<file path="src/rtl/fpu_pkg.sv">
`default_nettype none
// ============================================================================
// Module      : fpu_pkg
// Description : Shared types for the floating-point add/sub unit. Holds the
//               one-hot result status encoding, the controller state encoding
//               and the rounding-mode selector values.
// Revision    : 1.0 - initial release
// ============================================================================
package fpu_pkg;

  // One-hot completion status; ESPERA is the idle/reset value.
  typedef enum logic [3:0] {
    ESPERA    = 4'b0000,
    EXACT     = 4'b0001,
    OVERFLOW  = 4'b0010,
    UNDERFLOW = 4'b0100,
    INEXACT   = 4'b1000
  } status_e;

  // Controller states.
  typedef enum logic [2:0] {
    IDLE    = 3'd0,
    UNPACK  = 3'd1,
    SPECIAL = 3'd2,
    ALIGN   = 3'd3,
    ADDSUB  = 3'd4,
    NORM    = 3'd5,
    ROUND   = 3'd6,
    PACK    = 3'd7
  } state_e;

  // Rounding-mode selector values for rnd_mode_in.
  localparam logic RND_RNE = 1'b0;
  localparam logic RND_RTZ = 1'b1;

endpackage : fpu_pkg
`default_nettype wire

</file>
<file path="src/rtl/fpu_lzc.sv">
`default_nettype none
// ============================================================================
// Module      : fpu_lzc
// Description : Combinational leading-zero counter.
//   value_in  in  WIDTH               vector to scan (MSB first)
//   count_out out clog2(WIDTH+1)      number of zeros above the first one;
//                                     WIDTH when value_in is all zeros
// Revision    : 1.0 - initial release
// ============================================================================
module fpu_lzc #(
  parameter int WIDTH = 25
) (
  input  logic [WIDTH-1:0]         value_in,
  output logic [$clog2(WIDTH+1)-1:0] count_out
);

  localparam int c_cnt_w = $clog2(WIDTH + 1);

  // Scan upward so the highest set bit is the last one to write the count.
  always_comb begin
    count_out = c_cnt_w'(WIDTH);
    for (int i = 0; i < WIDTH; i++) begin
      if (value_in[i]) begin
        count_out = c_cnt_w'(WIDTH - 1 - i);
      end
    end
  end

endmodule : fpu_lzc
`default_nettype wire

</file>
<file path="src/rtl/fpu_addsub_param.sv">
`default_nettype none
// ============================================================================
// Module      : fpu_addsub_param
// Description : Multi-cycle floating-point adder/subtractor with start/done
//               handshake and selectable rounding (nearest-even / truncate).
//               Word = {sign, EXP_W exponent (bias 2^(EXP_W-1)-1), MAN_W
//               mantissa}; exponent 0 is zero (denormals flushed), exponent
//               all-ones is inf (man==0) or NaN (man!=0).
//   clock_100KHz in   1  system clock
//   reset        in   1  asynchronous, active-low
//   start_in     in   1  request, accepted only while ready_out=1
//   op_in        in   1  0: A+B, 1: A-B
//   rnd_mode_in  in   1  0: round-to-nearest-even, 1: truncate
//   op_A_in      in   W  operand A
//   op_B_in      in   W  operand B
//   ready_out    out  1  high while idle
//   done_out     out  1  one-cycle completion pulse
//   data_out     out  W  result, held until the next completion
//   status_out   out  4  one-hot EXACT/OVERFLOW/UNDERFLOW/INEXACT
// Revision    : 1.0 - initial release
// ============================================================================
module fpu_addsub_param
  import fpu_pkg::*;
#(
  parameter int EXP_W = 10,
  parameter int MAN_W = 21
) (
  input  logic                     clock_100KHz,
  input  logic                     reset,
  input  logic                     start_in,
  input  logic                     op_in,
  input  logic                     rnd_mode_in,
  input  logic [EXP_W+MAN_W:0]     op_A_in,
  input  logic [EXP_W+MAN_W:0]     op_B_in,
  output logic                     ready_out,
  output logic                     done_out,
  output logic [EXP_W+MAN_W:0]     data_out,
  output logic [3:0]               status_out
);

  localparam int c_w   = 1 + EXP_W + MAN_W;  // word width
  localparam int c_xw  = MAN_W + 4;          // {1, man, G, R, S}
  localparam int c_mgw = MAN_W + 5;          // magnitude incl. carry
  localparam int c_exw = EXP_W + 2;          // two's-complement exponent
  localparam int c_mw1 = MAN_W + 1;
  localparam int c_lzw = $clog2(c_xw + 1);

  localparam logic [c_exw-1:0] c_exp_max = {2'b00, {EXP_W{1'b1}}};
  localparam logic [c_w-1:0]   c_nan     =
    {1'b0, {EXP_W{1'b1}}, {{(MAN_W-1){1'b0}}, 1'b1}};

  // --------------------------------------------------------------------------
  // State and datapath registers
  // --------------------------------------------------------------------------
  state_e              r_state;
  state_e              w_next_state;

  logic [c_w-1:0]      r_a, r_b;          // B already carries the op sign
  logic                r_rnd;
  logic                r_a_nan, r_a_inf, r_a_zero;
  logic                r_b_nan, r_b_inf, r_b_zero;
  logic                r_sa, r_sb;        // signs after swap (A = larger exp)
  logic [c_xw-1:0]     r_xa, r_xb;        // aligned extended mantissas
  logic [c_exw-1:0]    r_er;              // working exponent
  logic [c_mgw-1:0]    r_mag;
  logic                r_sr;              // result sign
  logic [c_xw-1:0]     r_nx;              // normalised mantissa with G/R/S
  logic [c_exw-1:0]    r_ne;
  logic [c_w-1:0]      r_res;
  status_e             r_stat;

  // --------------------------------------------------------------------------
  // Field extraction
  // --------------------------------------------------------------------------
  logic                w_sa, w_sb;
  logic [EXP_W-1:0]    w_ea, w_eb;
  logic [MAN_W-1:0]    w_ma, w_mb;

  assign w_sa = r_a[c_w-1];
  assign w_sb = r_b[c_w-1];
  assign w_ea = r_a[c_w-2 -: EXP_W];
  assign w_eb = r_b[c_w-2 -: EXP_W];
  assign w_ma = r_a[MAN_W-1:0];
  assign w_mb = r_b[MAN_W-1:0];

  assign ready_out = (r_state == IDLE);

  // --------------------------------------------------------------------------
  // SPECIAL: NaN / inf / zero short-cuts, in priority order
  // --------------------------------------------------------------------------
  logic                w_special;
  logic [c_w-1:0]      w_spec_res;
  status_e             w_spec_stat;

  always_comb begin
    w_special   = r_a_nan | r_b_nan | r_a_inf | r_b_inf | r_a_zero | r_b_zero;
    w_spec_res  = '0;
    w_spec_stat = EXACT;
    if (r_a_nan || r_b_nan) begin
      w_spec_res  = c_nan;
      w_spec_stat = INEXACT;
    end else if (r_a_inf && r_b_inf && (w_sa != w_sb)) begin
      w_spec_res  = c_nan;
      w_spec_stat = INEXACT;
    end else if (r_a_inf) begin
      w_spec_res  = r_a;
    end else if (r_b_inf) begin
      w_spec_res  = r_b;
    end else if (r_a_zero) begin
      w_spec_res  = r_b;
    end else if (r_b_zero) begin
      w_spec_res  = r_a;
    end
  end

  // --------------------------------------------------------------------------
  // ALIGN: put the larger exponent in A, shift B right with sticky collection
  // --------------------------------------------------------------------------
  logic                w_swap;
  logic [EXP_W-1:0]    w_el, w_es, w_diff;
  logic [c_xw-1:0]     w_xl, w_xs, w_xs_sh;
  logic                w_sl, w_ss, w_sticky;
  int                  w_diff_i;

  always_comb begin
    w_swap   = (w_eb > w_ea);
    w_el     = w_swap ? w_eb : w_ea;
    w_es     = w_swap ? w_ea : w_eb;
    w_sl     = w_swap ? w_sb : w_sa;
    w_ss     = w_swap ? w_sa : w_sb;
    w_xl     = {1'b1, (w_swap ? w_mb : w_ma), 3'b000};
    w_xs     = {1'b1, (w_swap ? w_ma : w_mb), 3'b000};
    w_diff   = w_el - w_es;
    w_diff_i = int'(w_diff);
    w_sticky = 1'b0;
    w_xs_sh  = '0;
    if (w_diff_i > MAN_W + 2) begin
      // Everything would land below S: only the sticky bit survives.
      w_xs_sh = c_xw'(1);
    end else begin
      w_xs_sh = w_xs >> w_diff;
      for (int i = 0; i < c_xw; i++) begin
        if (i < w_diff_i) begin
          w_sticky = w_sticky | w_xs[i];
        end
      end
      w_xs_sh[0] = w_xs_sh[0] | w_sticky;
    end
  end

  // --------------------------------------------------------------------------
  // ADDSUB: sign-magnitude add; unlike signs subtract smaller from larger
  // --------------------------------------------------------------------------
  logic [c_mgw-1:0]    w_mag;
  logic                w_sr;

  always_comb begin
    w_mag = '0;
    w_sr  = r_sa;
    if (r_sa == r_sb) begin
      w_mag = {1'b0, r_xa} + {1'b0, r_xb};
    end else if (r_xa >= r_xb) begin
      w_mag = {1'b0, r_xa} - {1'b0, r_xb};
    end else begin
      w_mag = {1'b0, r_xb} - {1'b0, r_xa};
      w_sr  = r_sb;
    end
  end

  // --------------------------------------------------------------------------
  // NORM: leading-zero count below the carry position
  // --------------------------------------------------------------------------
  logic [c_lzw-1:0]    w_lzc;

  fpu_lzc #(
    .WIDTH     (c_xw)
  ) u_lzc (
    .value_in  (r_mag[c_xw-1:0]),
    .count_out (w_lzc)
  );

  // --------------------------------------------------------------------------
  // ROUND and range check
  // --------------------------------------------------------------------------
  logic                w_g, w_r, w_s, w_inc, w_inexact;
  logic [MAN_W:0]      w_man_rnd;
  logic [c_exw-1:0]    w_exp_rnd;
  logic [c_w-1:0]      w_rnd_res;
  status_e             w_rnd_stat;

  always_comb begin
    w_g       = r_nx[2];
    w_r       = r_nx[1];
    w_s       = r_nx[0];
    w_inexact = w_g | w_r | w_s;
    w_inc     = (r_rnd == RND_RNE) && w_g && (w_r || w_s || r_nx[3]);
    // A carry out leaves the stored mantissa bits at zero, as required.
    w_man_rnd = {1'b0, r_nx[c_xw-2:3]} + c_mw1'(w_inc);
    w_exp_rnd = r_ne + c_exw'(w_man_rnd[MAN_W]);
    w_rnd_res = {r_sr, w_exp_rnd[EXP_W-1:0], w_man_rnd[MAN_W-1:0]};
    w_rnd_stat = w_inexact ? INEXACT : EXACT;
    if (!w_exp_rnd[c_exw-1] && (w_exp_rnd >= c_exp_max)) begin
      w_rnd_res  = {r_sr, {EXP_W{1'b1}}, {MAN_W{1'b0}}};
      w_rnd_stat = OVERFLOW;
    end else if (w_exp_rnd[c_exw-1] || (w_exp_rnd == '0)) begin
      w_rnd_res  = '0;
      w_rnd_stat = UNDERFLOW;
    end
  end

  // --------------------------------------------------------------------------
  // Controller
  // --------------------------------------------------------------------------
  always_ff @(posedge clock_100KHz or negedge reset) begin
    if (!reset) begin
      r_state <= IDLE;
    end else begin
      r_state <= w_next_state;
    end
  end

  always_comb begin
    w_next_state = r_state;
    case (r_state)
      IDLE:    if (start_in) w_next_state = UNPACK;
      UNPACK:  w_next_state = SPECIAL;
      SPECIAL: w_next_state = w_special ? PACK : ALIGN;
      ALIGN:   w_next_state = ADDSUB;
      ADDSUB:  w_next_state = (w_mag == '0) ? PACK : NORM;
      NORM:    w_next_state = ROUND;
      ROUND:   w_next_state = PACK;
      PACK:    w_next_state = IDLE;
      default: w_next_state = IDLE;
    endcase
  end

  // --------------------------------------------------------------------------
  // Datapath
  // --------------------------------------------------------------------------
  always_ff @(posedge clock_100KHz or negedge reset) begin
    if (!reset) begin
      r_a        <= '0;
      r_b        <= '0;
      r_rnd      <= RND_RNE;
      r_a_nan    <= 1'b0;
      r_a_inf    <= 1'b0;
      r_a_zero   <= 1'b0;
      r_b_nan    <= 1'b0;
      r_b_inf    <= 1'b0;
      r_b_zero   <= 1'b0;
      r_sa       <= 1'b0;
      r_sb       <= 1'b0;
      r_xa       <= '0;
      r_xb       <= '0;
      r_er       <= '0;
      r_mag      <= '0;
      r_sr       <= 1'b0;
      r_nx       <= '0;
      r_ne       <= '0;
      r_res      <= '0;
      r_stat     <= ESPERA;
      done_out   <= 1'b0;
      data_out   <= '0;
      status_out <= ESPERA;
    end else begin
      done_out <= 1'b0;
      case (r_state)
        IDLE: begin
          if (start_in) begin
            r_a   <= op_A_in;
            r_b   <= {op_B_in[c_w-1] ^ op_in, op_B_in[c_w-2:0]};
            r_rnd <= rnd_mode_in;
          end
        end
        UNPACK: begin
          r_a_nan  <= (&w_ea) && (|w_ma);
          r_a_inf  <= (&w_ea) && !(|w_ma);
          r_a_zero <= (w_ea == '0);
          r_b_nan  <= (&w_eb) && (|w_mb);
          r_b_inf  <= (&w_eb) && !(|w_mb);
          r_b_zero <= (w_eb == '0);
        end
        SPECIAL: begin
          r_res  <= w_spec_res;
          r_stat <= w_spec_stat;
        end
        ALIGN: begin
          r_sa <= w_sl;
          r_sb <= w_ss;
          r_xa <= w_xl;
          r_xb <= w_xs_sh;
          r_er <= {2'b00, w_el};
        end
        ADDSUB: begin
          r_mag <= w_mag;
          r_sr  <= w_sr;
          if (w_mag == '0) begin
            r_res  <= '0;
            r_stat <= EXACT;
          end
        end
        NORM: begin
          if (r_mag[c_mgw-1]) begin
            // Carry: drop one bit into the sticky position.
            r_nx <= {r_mag[c_mgw-1:2], r_mag[1] | r_mag[0]};
            r_ne <= r_er + c_exw'(1);
          end else begin
            r_nx <= r_mag[c_xw-1:0] << w_lzc;
            r_ne <= r_er - c_exw'(w_lzc);
          end
        end
        ROUND: begin
          r_res  <= w_rnd_res;
          r_stat <= w_rnd_stat;
        end
        PACK: begin
          data_out   <= r_res;
          status_out <= r_stat;
          done_out   <= 1'b1;
        end
        default: ;
      endcase
    end
  end

endmodule : fpu_addsub_param
`default_nettype wire

</file>
<file path="config.mk">
export PLATFORM = sky130hd
export DESIGN_NAME = fpu_addsub_param
export DESIGN_NICKNAME = d
export VERILOG_FILES = /design/src/rtl/fpu_pkg.sv /design/src/rtl/fpu_lzc.sv /design/src/rtl/fpu_addsub_param.sv
export SDC_FILE = /design/constraint.sdc
export NUM_CORES = 1
export LEC_CHECK = 0
export CAP_MARGIN = 20
export CELL_PAD_IN_SITES_DETAIL_PLACEMENT = 0
export CELL_PAD_IN_SITES_GLOBAL_PLACEMENT = 1
export CORE_MARGIN = 5
export CORE_UTILIZATION = 47
export CTS_CLUSTER_DIAMETER = 150
export CTS_CLUSTER_SIZE = 40
export DETAILED_ROUTE_END_ITERATION = 10
export PLACE_DENSITY = 0.8
export SETUP_SLACK_MARGIN = 0.05
export SYNTH_ARGS = -nofsm -noshare
export SYNTH_HDL_FRONTEND = slang
export SYNTH_HIERARCHICAL = 1
export SYNTH_SLANG_ARGS = --single-unit
</file>
<file path="constraint.sdc">
create_clock -name clock_100KHz -period 6 [get_ports clock_100KHz]
set_clock_uncertainty 0.2 [all_clocks]
set_input_delay 1.2 -clock clock_100KHz [delete_from_list [all_inputs] [get_ports clock_100KHz]]
set_output_delay 1.2 -clock clock_100KHz [all_outputs]
set_load 0.02 [all_outputs]
</file>
[After elaboration in Yosys (flattened, before gate mapping)]
Index checks and enable logic that the tools add are counted.
Storage, ports and cells
  input bits: 69
  register bits: 269
  output and inout bits: 38
  logic and storage cells: 235
Cells by class
  multiplexer cells: 104
  equality and inequality tests: 11
  add/sub/neg operators: 8
  order comparisons: 26
  bitwise logic cells: 32
  reductions and logical operators: 28
  shift operators: 2
Operators by type and width (count)
  $mux W32: 9
  $pmux W32 S3: 1
  $lt A5 B10 Y1 const A: 9
  $lt A4 B10 Y1 const A: 8
  $mux W5: 16
  $mux W4: 14
  $mux W26: 2
  $sub A25 B25 Y26: 2
  $mux W1: 50
  $mux W21: 2
  $reduce_or A21 Y1: 2
  $lt A3 B10 Y1 const A: 4
  $or A1 B1 Y1: 30
  $add A25 B25 Y26: 1
  $logic_not A26 Y1: 1
  $ge A25 B25 Y1: 1
  $mux W25: 1
  $shl A25 B5 Y24: 1
  $shr A25 B10 Y25: 1
  $mux W24: 1
  $pmux W3 S8: 1
  $add A21 B1 Y22: 1
  $logic_not A10 Y1: 2
  $mux W10: 2
  other kinds (28): 49

[Logic depth before layout (Yosys ltp)]
Gate-level depths: netlist of the first run.
  word-level depth: 71
  depth in mapped cells: 22
  mapped depth without buffers: 21

[Hierarchy]
Netlist of the first run, hierarchy kept.
Modules (own cells, without submodules)
  fpu_addsub_param: seq. area each 6731.5 sq um, area an instance 19508.7 sq um, times used 1, cells an instance 2205
  fpu_lzc: seq. area each 0.0 sq um, area an instance 279.0 sq um, times used 1, cells an instance 49

[Worst setup path after synthesis of the first run]
Ideal clock, no wire load.
  path type: register to register
  from: reg r_nx[2]
  to: reg r_res[10]
  data required time: 5.675 ns
  library setup time: 0.125 ns
  buffers on the path: 2
  stages on the path, launching flop included: 22
  period minus slack after synthesis: 4.418 ns
  data arrival time: 4.093 ns
  setup slack: 1.582 ns
  cell sequence: dfrtp_1 nor2b_1 and2_1 nand3_1 nor2_1 nand2_1 nor3_1 and3_1 ha_1 ha_1 nand3_1 nor2_1 nand3_1 xor2_1 or4_1 o21ai_0 and2_1 or2_2 clkbuf_1 clkbuf_1 o22ai_1 mux2_4
On the way
  longest elaborated chain between the ends: 9
  elaborated cells between the ends (all ways): 12
  those cells by class: add/sub: 2; order compare: 1; mux: 3; reduce/logical: 6
RTL lines
  from (decl): RTL line fpu_addsub_param.sv:67  | logic [c_xw-1:0] r_nx;
  from (signal assigned): RTL line fpu_addsub_param.sv:305  | r_nx <= {r_mag[c_mgw-1:2], r_mag[1] | r_mag[0]};
  from (signal assigned): RTL line fpu_addsub_param.sv:308  | r_nx <= r_mag[c_xw-1:0] << w_lzc;
  $logic_and A1 B1 Y1 (*) (2 in a row): RTL line fpu_addsub_param.sv:196  | w_inc = (r_rnd == RND_RNE) && w_g && (w_r || w_s || r_nx[3]);
  $add A21 B1 Y22 (*): RTL line fpu_addsub_param.sv:198  | w_man_rnd = {1'b0, r_nx[c_xw-2:3]} + c_mw1'(w_inc);
  parallel branches: the longest is 4 deep, another holds $add A12 B1 Y12
  $mux W32 (*): RTL line fpu_addsub_param.sv:202  | if (!w_exp_rnd[c_exw-1] && (w_exp_rnd >= c_exp_max)) begin
  $pmux W32 S3 (*): RTL line fpu_addsub_param.sv:267  | case (r_state)
  to (signal assigned): RTL line fpu_addsub_param.sv:284  | r_res <= w_spec_res;
  to (signal assigned): RTL line fpu_addsub_param.sv:313  | r_res <= w_rnd_res;
  to (decl): RTL line fpu_addsub_param.sv:69  | logic [c_w-1:0] r_res;
Mark *: on every way between the ends.
A chain may end at the register's enable or synchronous reset.

[Worst setup path in the final report of the first run]
  from: reg r_rnd
  to: reg r_res[9]
On the way
  longest elaborated chain between the ends: 10
  elaborated cells between the ends (all ways): 13
  those cells by class: add/sub: 2; order compare: 1; mux: 3; bitwise: 1; reduce/logical: 6
RTL lines
  from (decl): RTL line fpu_addsub_param.sv:59  | logic r_rnd;
  from (signal assigned): RTL line fpu_addsub_param.sv:272  | r_rnd <= rnd_mode_in;
  $not A1 Y1 (*): RTL line fpu_addsub_param.sv:196
  $logic_and A1 B1 Y1 (*) (2 in a row): RTL line fpu_addsub_param.sv:196
  $add A21 B1 Y22 (*): RTL line fpu_addsub_param.sv:198
  parallel branches: the longest is 4 deep, another holds $add A12 B1 Y12
  $mux W32 (*): RTL line fpu_addsub_param.sv:202
  $pmux W32 S3 (*): RTL line fpu_addsub_param.sv:267
Marks and branches as above.

==> results of run 1 <==
## cell type report
cell class,instances,area [um^2],share of cell area [%]
Sequential cell,269,6730,30.9
Clock buffer,11,275,1.27
Timing Repair Buffer,163,1530,7.03
Multi-Input combinational cell,1733,12100,55.5
Tap cell,539,674,3.10
Inverter,112,420,1.93
Clock inverter,4,53.8,0.247
## synthesized netlist by cell type (36+ instances only)
library cell,n,area [um^2]
sky130_fd_sc_hd__nand2_1,259,972
sky130_fd_sc_hd__nor4_1,38,238
sky130_fd_sc_hd__a22oi_1,36,270
sky130_fd_sc_hd__nor2_1,174,653
sky130_fd_sc_hd__o22ai_1,51,319
sky130_fd_sc_hd__inv_1,110,413
sky130_fd_sc_hd__nand3_1,40,200
sky130_fd_sc_hd__a21oi_1,134,671
sky130_fd_sc_hd__mux2i_1,79,791
sky130_fd_sc_hd__a31oi_1,43,269
sky130_fd_sc_hd__xnor2_1,51,447
sky130_fd_sc_hd__nor3_1,36,180
sky130_fd_sc_hd__nand4_1,37,231
sky130_fd_sc_hd__ha_1,86,1080
sky130_fd_sc_hd__clkbuf_1,106,398
sky130_fd_sc_hd__dfrtp_1,269,6730
sky130_fd_sc_hd__mux2_2,109,1230
sky130_fd_sc_hd__o21ai_0,151,756
## stage by stage
| stage | hold WS, ns | std cells | utilization, % | setup WS (ns) | area (um^2) |
|---|---|---|---|---|---|
| finish | 0.307 | 2831 | 52.1 | 0.533 | 21800 |
| CTS | 0.307 | 2830 | 52.1 | 0.596 | 21700 |
| detailed placement | 0.272 | 2815 | 51.3 | 0.635 | 21400 |
| floorplan | 0.250 | 2254 | - | 1.58 | 19800 |
| global placement | 0.266 | 2815 | 51.3 | 0.699 | 21400 |
| global route | 0.333 | 2831 | 52.1 | 0.108 | 21800 |
## routing by layer
layer / vias to the layer above / part of all wire (%)
met2: 771 / 45
met1: 8887 / 45
met3: 90 / 7.8
met5: - / 0
li1: 8291 / -
met4: 0 / 2.1
## flip-flops by register name, summed over array words and instances (netlist names), 3 cells and up
signal	flops
r_ne	12
r_nx	24
data_out	32
r_state	3
r_xa	22
r_stat	4
r_b	32
r_a	32
r_res	32
status_out	4
r_er	10
r_mag	26
r_xb	25
## how the worst max path moves through the flow
stage	start	to	slack, ns	cells after the start
after detailed placement	r_nx[2]	r_stat[3]	0.63	20
after global placement	r_rnd	r_res[9]	0.70	20
final	r_rnd	r_res[9]	0.53	20
after global routing	r_nx[2]	r_stat[3]	0.11	20
after CTS	r_rnd	r_res[3]	0.60	20
after floorplan	r_nx[2]	r_res[10]	1.58	21
## worst min-delay path, delay by kind of cell, from the launching register on
family,cells,cell delay (ns)
flip-flops,1,0.37
AO/OA/AOI/OAI,1,0.06
AND/OR/NAND/NOR,1,0.05
## cells by family (layout without fill, tap and decap cells)
| kind of cell | count (synthesis) | after routing | share of synthesized area (%) |
|---|---|---|---|
| compound gates | 634 | 634 | 20.8 |
| xor+xnor | 73 | 73 | 3.23 |
| fa+ha+maj | 90 | 90 | 5.79 |
| buf+inv | 252 | 290 | 5.34 |
| flops | 269 | 269 | 34.0 |
| mux | 231 | 231 | 14.0 |
| simple gates | 705 | 705 | 16.8 |
==> results.json, run 1 <==
{
  "outcome": "finished, final reports clean",
  "ant_nets": 0,
  "r2r_setup_slack_ns": 0.53,
  "num_rows": 75,
  "die-width_um": 215,
  "use_met3_pct": 4.26,
  "pre_repair_dr_iteration_count": 5,
  "routedWlPerCell_um": 24.4,
  "fin_tns_setup_ns": 0,
  "critPathMostFrequentCell": "sky130_fd_sc_hd__nand3_1",
  "worst_ep_arrival_time_ns": 5.68,
  "syn_nets": 2412,
  "busiest_layer": "met2",
  "post_cts.resized_instances": 0,
  "layout.cells.most_common": "sky130_fd_sc_hd__dfrtp_1",
  "vias_in_the_first_global_route": 17300,
  "final_layout_size_suffix_gt1_share_pct": 11.6,
  "most_frequent_cells_in_the_layout": "269 x sky130_fd_sc_hd__dfrtp_1, 259 x sky130_fd_sc_hd__nand2_1, 172 x sky130_fd_sc_hd__nor2_1",
  "syn_area_per_cell_um2": 8.78,
  "total_count_of_max_transition_violations_in_the_final_report": 0,
  "dpl.hpwl_um": 53500,
  "min_from": "r_b_nan",
  "max-slew-margin-rel_pct": 25.8,
  "crit-reg2reg-capture": "r_res[9]",
  "num-nets-final": 2448,
  "htree_num_levels": 1,
  "crit_path_top_delay_cell": "sky130_fd_sc_hd__or2_2",
  "finalHoldViolations": 0,
  "fillers": 3921,
  "tritoncts_clock_tree": "yes",
  "die_area_um2": 46300,
  "groute.usage.overall_pct": 28.6,
  "antenna-diode-count": 0,
  "clock.fmax_mhz": 183,
  "timing.hold.worst_endpoint": "r_b_nan",
  "synthesis.area_um2": 19800,
  "syn2layout_area_growth_pct": 9.93,
  "yosysSeqAreaShare_pct": 34.0,
  "main_synth_ff_type": "sky130_fd_sc_hd__dfrtp_1",
  "floorplan.initialDensity_pct": 47.4,
  "tightest_slew_ns": 1.11,
  "floorplan.io_pins": 107,
  "clock_latency_ns": 0.53,
  "clk_path_buf_depth": 3,
  "vias_per_cell": 6.37,
  "cp-start-kind": "flop",
  "cts_buffers": 11,
  "largest_net_degree_at_the_start_of_global_routing": 146,
  "timing.critical_path.required_ns": 6.21,
  "clkSlewWorstSetupHoldPaths_ns": 0.15,
  "max_cap_viol": 0,
  "final_period_minus_worst_setup_slack_ns": 5.47,
  "crit_chain": "nor2b_1 -> and2_1 -> nand3_1 -> nor2_1 -> nand2_1 -> nor3_1 -> and3_1 -> ha_1 -> ha_1 -> nand3_1 -> nor2_1 -> xnor2_1 -> nor4b_1 -> o2111ai_1 -> a221oi_1 -> nand2_1 -> nand3_1 -> or2_2 -> o22ai_1 -> mux2_4",
  "worst-path-buf-inv": 0,
  "placement.io_buffers": 106,
  "cts-root-buf": "sky130_fd_sc_hd__clkbuf_16",
  "die_h_um": 215,
  "worst_path_largest_cell_delay_ns": 0.52,
  "remaining_design_rule_violation_count": 0,
  "cts.repair_timing.setup_buffer_count": 0,
  "global_route.usage.met1_pct": 42.6,
  "critPathMaxFanout": 23,
  "synthesis_warnings": 6,
  "via_count": 18000,
  "rsz0062_at_grt": "no",
  "synth.ff_latch_count": 269,
  "detailedRoute.firstIterationViolations": 2112,
  "grt.overflow.total": 0,
  "worst-setup-path-type": "flop to flop",
  "met2_usage_pct": 45.1,
  "cts_hold_buffers": 0,
  "holdPathStages": 2,
  "timing.hold.worst.class": "flop to flop",
  "timing.critical_path.to_type": "flop",
  "routability_congestion": 0.964,
  "crit_share_post_route_pct": 91.1,
  "synth_enable_flop_cells": 0,
  "rr_startpoint": "r_rnd",
  "core_area_um2": 41800,
  "cts_num_sinks": 269,
  "detail_route.wirelength_um": 69100,
  "antenna_found_initial": 1,
  "grt_first_pass_wirelength_um": 106000,
  "cell_family_contributing_the_most_delay_on_the_critical_path": "simple AND/OR/NAND/NOR gates",
  "worstRegToRegCells": 20,
  "syn-instance-count": 2254,
  "synthDistinctLibCells": 94,
  "postSynth.asyncResetShare_pct": 100,
  "finalSetupViolCount": 0
}
Power of run 1 is not shown: default switching activity piles up to over one toggle a cycle in this logic, so the estimate is an artifact.
==> run 2, diff against run 1 <==
Settings changed: CORE_ASPECT_RATIO from default to 1.1, GPL_ROUTABILITY_DRIVEN from default to 0, MAX_ROUTING_LAYER from default to met4.
==> run 2 against run 1 <==
Net effect: die area hardly changed; non-clock buffer count is 10 lower; setup slack better by 0.057 ns; sequential cell count stayed put; via count hardly changed; global-route usage is 0.35 points higher; fmax is 1.1% higher; register-to-register slack better by 0.06 ns; largest cell class unchanged.
==> results.json, run 2 (synthesis gave the netlist of run 1 again) <==
{
  "outcome": "finished, final reports clean",
  "crit_share_post_route_pct": 90.2,
  "placement.io_buffers": 106,
  "timing.critical_path.required_ns": 6.22,
  "worst_path_largest_cell_delay_ns": 0.64,
  "cts_num_sinks": 269,
  "crit_path_top_delay_cell": "sky130_fd_sc_hd__nor2_4",
  "rr_startpoint": "r_a[23]",
  "cell_family_contributing_the_most_delay_on_the_critical_path": "compound AO/OA/AOI/OAI gates",
  "fin_tns_setup_ns": 0,
  "crit_chain": "inv_1 -> ha_1 -> nand4_1 -> a211o_1 -> o211a_1 -> nor2_4 -> buf_4 -> mux2i_1 -> o211ai_1 -> o41ai_1 -> o211ai_1 -> nor4b_1 -> a22oi_1",
  "critical_path_cell_count": 13,
  "clkSlewWorstSetupHoldPaths_ns": 0.16,
  "finalHoldViolations": 0,
  "finalSetupViolCount": 0,
  "timing.critical_path.to_type": "flop",
  "antenna_found_initial": 0,
  "holdPathStages": 2,
  "syn2layout_area_growth_pct": 9.74,
  "timing.hold.worst.class": "flop to flop",
  "worst_ep_arrival_time_ns": 5.63,
  "largest_net_degree_at_the_start_of_global_routing": 116,
  "final_period_minus_worst_setup_slack_ns": 5.41,
  "tritoncts_clock_tree": "yes",
  "tightest_slew_ns": 1.11,
  "clk_path_buf_depth": 3,
  "max_cap_viol": 0,
  "antenna-diode-count": 0,
  "worst-setup-path-type": "flop to flop",
  "worst-path-buf-inv": 2,
  "remaining_design_rule_violation_count": 0,
  "min_from": "r_ne[0]",
  "regArea_um2": 6730,
  "cts_buffers": 11,
  "worstRegToRegCells": 13,
  "vias_per_cell": 6.36,
  "final_layout_size_suffix_gt1_share_pct": 11.2,
  "cts.repair_timing.setup_buffer_count": 0,
  "via_count": 18100,
  "max-slew-margin-rel_pct": 25.9,
  "critPathMostFrequentCell": "sky130_fd_sc_hd__o211ai_1",
  "most_frequent_cells_in_the_layout": "269 x sky130_fd_sc_hd__dfrtp_1, 259 x sky130_fd_sc_hd__nand2_1, 172 x sky130_fd_sc_hd__nor2_1",
  "grt_first_pass_wirelength_um": 103000,
  "cts_hold_buffers": 0,
  "vias_in_the_first_global_route": 17200,
  "rsz0062_at_grt": "no",
  "grt.overflow.total": 0,
  "post_cts.resized_instances": 0,
  "pre_repair_dr_iteration_count": 6,
  "num_rows": 78,
  "critPathMaxFanout": 34,
  "floorplan.io_pins": 107,
  "timing.critical_path.from": "r_a[23]",
  "cp-start-kind": "flop",
  "die-width_um": 206,
  "ant_nets": 0,
  "fin_util_pct": 52.4,
  "multiInputGateArea_um2": 12100,
  "total_count_of_max_transition_violations_in_the_final_report": 0,
  "clock_latency_ns": 0.53,
  "num-nets-final": 2438,
  "routedWlPerCell_um": 23.7,
  "dpl.hpwl_um": 51300,
  "htree_num_levels": 1,
  "groute.usage.overall_pct": 29.0,
  "die_area_um2": 46300,
  "layout.cells.most_common": "sky130_fd_sc_hd__dfrtp_1",
  "fillers": 3908,
  "cts-root-buf": "sky130_fd_sc_hd__clkbuf_16",
  "die_h_um": 225,
  "detailedRoute.firstIterationViolations": 1865,
  "core_area_um2": 41500,
  "clock.fmax_mhz": 185,
  "detail_route.wirelength_um": 67300,
  "floorplan.initialDensity_pct": 47.7
}
## run 2: cell types whose count changed in the layout (fill, tap and decap cells not counted)
cell                         delta
sky130_fd_sc_hd__buf_12         -1
sky130_fd_sc_hd__clkinvlp_4     -1
sky130_fd_sc_hd__inv_12         +1
sky130_fd_sc_hd__buf_4         -10
sky130_fd_sc_hd__clkinv_2       -1
sky130_fd_sc_hd__buf_16         +1
## run 2: area by class of cell
| type | count | share of cell area, % |
|---|---|---|
| Multi-Input combinational cell | 1733 | 55.6 |
| Sequential cell | 269 | 31.0 |
| Timing Repair Buffer | 153 | 6.73 |
| Tap cell | 560 | 3.23 |
| Inverter | 112 | 1.94 |
| Clock buffer | 11 | 1.27 |
| Clock inverter | 3 | 0.265 |
## run 2: stage by stage
step	std cells	setup slack [ns]	instance area [um^2]	hold slack, ns
6_report	2841	0.590	21700	0.308
5_1_grt	2841	0.167	21700	0.337
4_1_cts	2839	0.664	21700	0.311
3_5_place_dp	2825	0.724	21300	0.279
3_3_place_gp	2825	0.787	21300	0.267
2_1_floorplan	2254	1.58	19800	0.250
## run 2: final timing paths
kind,slack [ns],endpoint
max,0.59,r_xb[0]
min,0.31,r_ne[0]
max reg2reg,0.59,r_xb[0]
min reg2reg,0.31,r_ne[0]
max in group asynchronous,3.78,r_xa[16]
min in group asynchronous,0.48,r_mag[19]
## run 2: per-layer routing
layer / global-route usage, % / part of all wire (%) / vias up
met5: - / 0 / -
met4: 10.5 / 4.6 / 0
met3: 4.17 / 7.9 / 184
met2: 45.3 / 46 / 874
met1: 38.5 / 41 / 8740
li1: - / - / 8258
## run 2: tightest hold or removal path: stages, from the launching register on
cell	delay, ns
sky130_fd_sc_hd__dfrtp_1	0.38
sky130_fd_sc_hd__nand2_1	0.05
sky130_fd_sc_hd__o21ai_0	0.06
Power of run 2 is left out for the same reason.
==> run 3, diff against run 2 <==
Settings changed: CORE_UTILIZATION 47 to 35, PLACE_DENSITY 0.8 to 0.62.
==> run 3 against run 2 <==
Net effect: register-to-register slack lost 0.07 ns; via count shrank 0.94%; clock-buffer cell count is the same; setup slack lost 0.069 ns; first-iteration DRC count shrank 11%; critical path depth grew 4; critical endpoint unchanged.
==> results.json, run 3 (synthesis gave the netlist of run 1 again) <==
{
  "cp-start-kind": "flop",
  "die_h_um": 259,
  "detail_route.wirelength_um": 73100,
  "via_count": 17900,
  "groute.usage.overall_pct": 23.6,
  "cts_hold_buffers": 0,
  "fin_tns_setup_ns": 0,
  "htree_num_levels": 1,
  "num_rows": 91,
  "cts_num_sinks": 269,
  "dp.cells": 3017,
  "crit_share_post_route_pct": 91.3,
  "core_area_um2": 56000,
  "max_cap_viol": 0,
  "worstRegToRegCells": 17,
  "largest_net_degree_at_the_start_of_global_routing": 110,
  "critPathMaxFanout": 27,
  "fillers": 5752,
  "vias_in_the_first_global_route": 17600,
  "worst-setup-path-type": "flop to flop",
  "rsz0062_at_grt": "no",
  "placement.setup.worst_slack_ns": 0.717,
  "max-slew-margin-rel_pct": 23.0,
  "crit-reg2reg-capture": "r_xb[0]",
  "ant_nets": 0,
  "setup_slack_ns": 0.521,
  "final_period_minus_worst_setup_slack_ns": 5.48,
  "placement.io_buffers": 106,
  "remaining_design_rule_violation_count": 0,
  "grt.overflow.total": 0,
  "cts_buffers": 11,
  "most_frequent_cells_in_the_layout": "269 x sky130_fd_sc_hd__dfrtp_1, 259 x sky130_fd_sc_hd__nand2_1, 172 x sky130_fd_sc_hd__nor2_1",
  "outcome": "finished, final reports clean",
  "vias_per_cell": 5.90,
  "syn2layout_area_growth_pct": 11.2,
  "layout.cells.most_common": "sky130_fd_sc_hd__dfrtp_1",
  "antenna_found_initial": 1,
  "r2r_setup_slack_ns": 0.52,
  "finalHoldViolations": 0,
  "post_cts.resized_instances": 0,
  "clock.fmax_mhz": 183,
  "whs_ns": 0.308,
  "clk_path_buf_depth": 3,
  "floorplan.initialDensity_pct": 35.3,
  "routedWlPerCell_um": 24.1,
  "clock_latency_ns": 0.53,
  "detailedRoute.firstIterationViolations": 1661,
  "tightest_slew_ns": 1.15,
  "tritoncts_clock_tree": "yes",
  "pre_repair_dr_iteration_count": 5,
  "clkSlewWorstSetupHoldPaths_ns": 0.16,
  "final_cells": 3034,
  "finalSetupViolCount": 0,
  "min_from": "r_sr",
  "cts-root-buf": "sky130_fd_sc_hd__clkbuf_16",
  "timing.hold.worst_endpoint": "r_sr",
  "cts.repair_timing.setup_buffer_count": 0,
  "final_layout_size_suffix_gt1_share_pct": 11.5,
  "num-nets-final": 2446,
  "worst_ep_arrival_time_ns": 5.68,
  "dpl.hpwl_um": 56000,
  "grt_first_pass_wirelength_um": 111000,
  "holdPathStages": 2,
  "floorplan.io_pins": 107,
  "die-width_um": 237,
  "timing.critical_path.to_type": "flop",
  "total_count_of_max_transition_violations_in_the_final_report": 0,
  "timing.hold.worst.class": "flop to flop",
  "timing.critical_path.required_ns": 6.20,
  "die_area_um2": 61400,
  "rr_startpoint": "r_a[28]"
}
## run 3: worst max-delay path, cell delays in order (launching register included)
cell	delay [ns]
sky130_fd_sc_hd__dfrtp_1	0.51
sky130_fd_sc_hd__inv_1	0.13
sky130_fd_sc_hd__ha_1	0.42
sky130_fd_sc_hd__a211o_1	0.32
sky130_fd_sc_hd__a21oi_1	0.35
sky130_fd_sc_hd__nand2_1	0.09
sky130_fd_sc_hd__mux2i_1	0.22
sky130_fd_sc_hd__nor2_1	0.09
sky130_fd_sc_hd__ha_1	0.54
sky130_fd_sc_hd__inv_2	0.61
sky130_fd_sc_hd__nor2_1	0.18
sky130_fd_sc_hd__a211oi_1	0.27
sky130_fd_sc_hd__a21oi_1	0.07
sky130_fd_sc_hd__a211o_1	0.29
sky130_fd_sc_hd__a22oi_1	0.18
sky130_fd_sc_hd__o211ai_1	0.12
sky130_fd_sc_hd__nor4b_1	0.62
sky130_fd_sc_hd__a22oi_1	0.13
## run 3: through the flow
step / area (um^2) / util, %
after detailed placement: 21600 / 38.6
after global placement: 21600 / 38.6
after global routing: 22000 / 39.3
after floorplan: 19800 / -
after CTS: 22000 / 39.2
final: 22000 / 39.3
## run 3: worst max path at each step
| stage | start | slack, ns | endpoint | cells past startpoint |
|---|---|---|---|---|
| after floorplan | r_nx[2] | 1.58 | r_res[10] | 21 |
| after global placement | r_a[28] | 0.75 | r_xb[12] | 15 |
| after detailed placement | r_xa[10] | 0.72 | r_res[31] | 16 |
| after CTS | r_a[28] | 0.69 | r_xb[12] | 15 |
| after global routing | r_nx[2] | 0.18 | r_res[0] | 20 |
| final | r_a[28] | 0.52 | r_xb[0] | 17 |
## run 3: layer usage
layer / up-vias / part of all wire (%) / GRT usage [%]
li1: 8274 / - / -
met1: 8863 / 44 / 31.5
met2: 660 / 48 / 38.7
met3: 90 / 5.8 / 3.01
met4: 0 / 2.4 / 5.04
met5: - / 0 / -
## run 3: final cells by class
type	instances	area, um^2	area share, %
antenna	1	2.50	0.0114
clock buffer	11	275	1.25
clock inverter	3	61.3	0.279
inverter	112	420	1.91
multi-input combinational	1733	12100	54.9
sequential	269	6730	30.6
tap	744	931	4.23
timing repair buffer	161	1510	6.87
Power of run 3 is left out for the same reason.
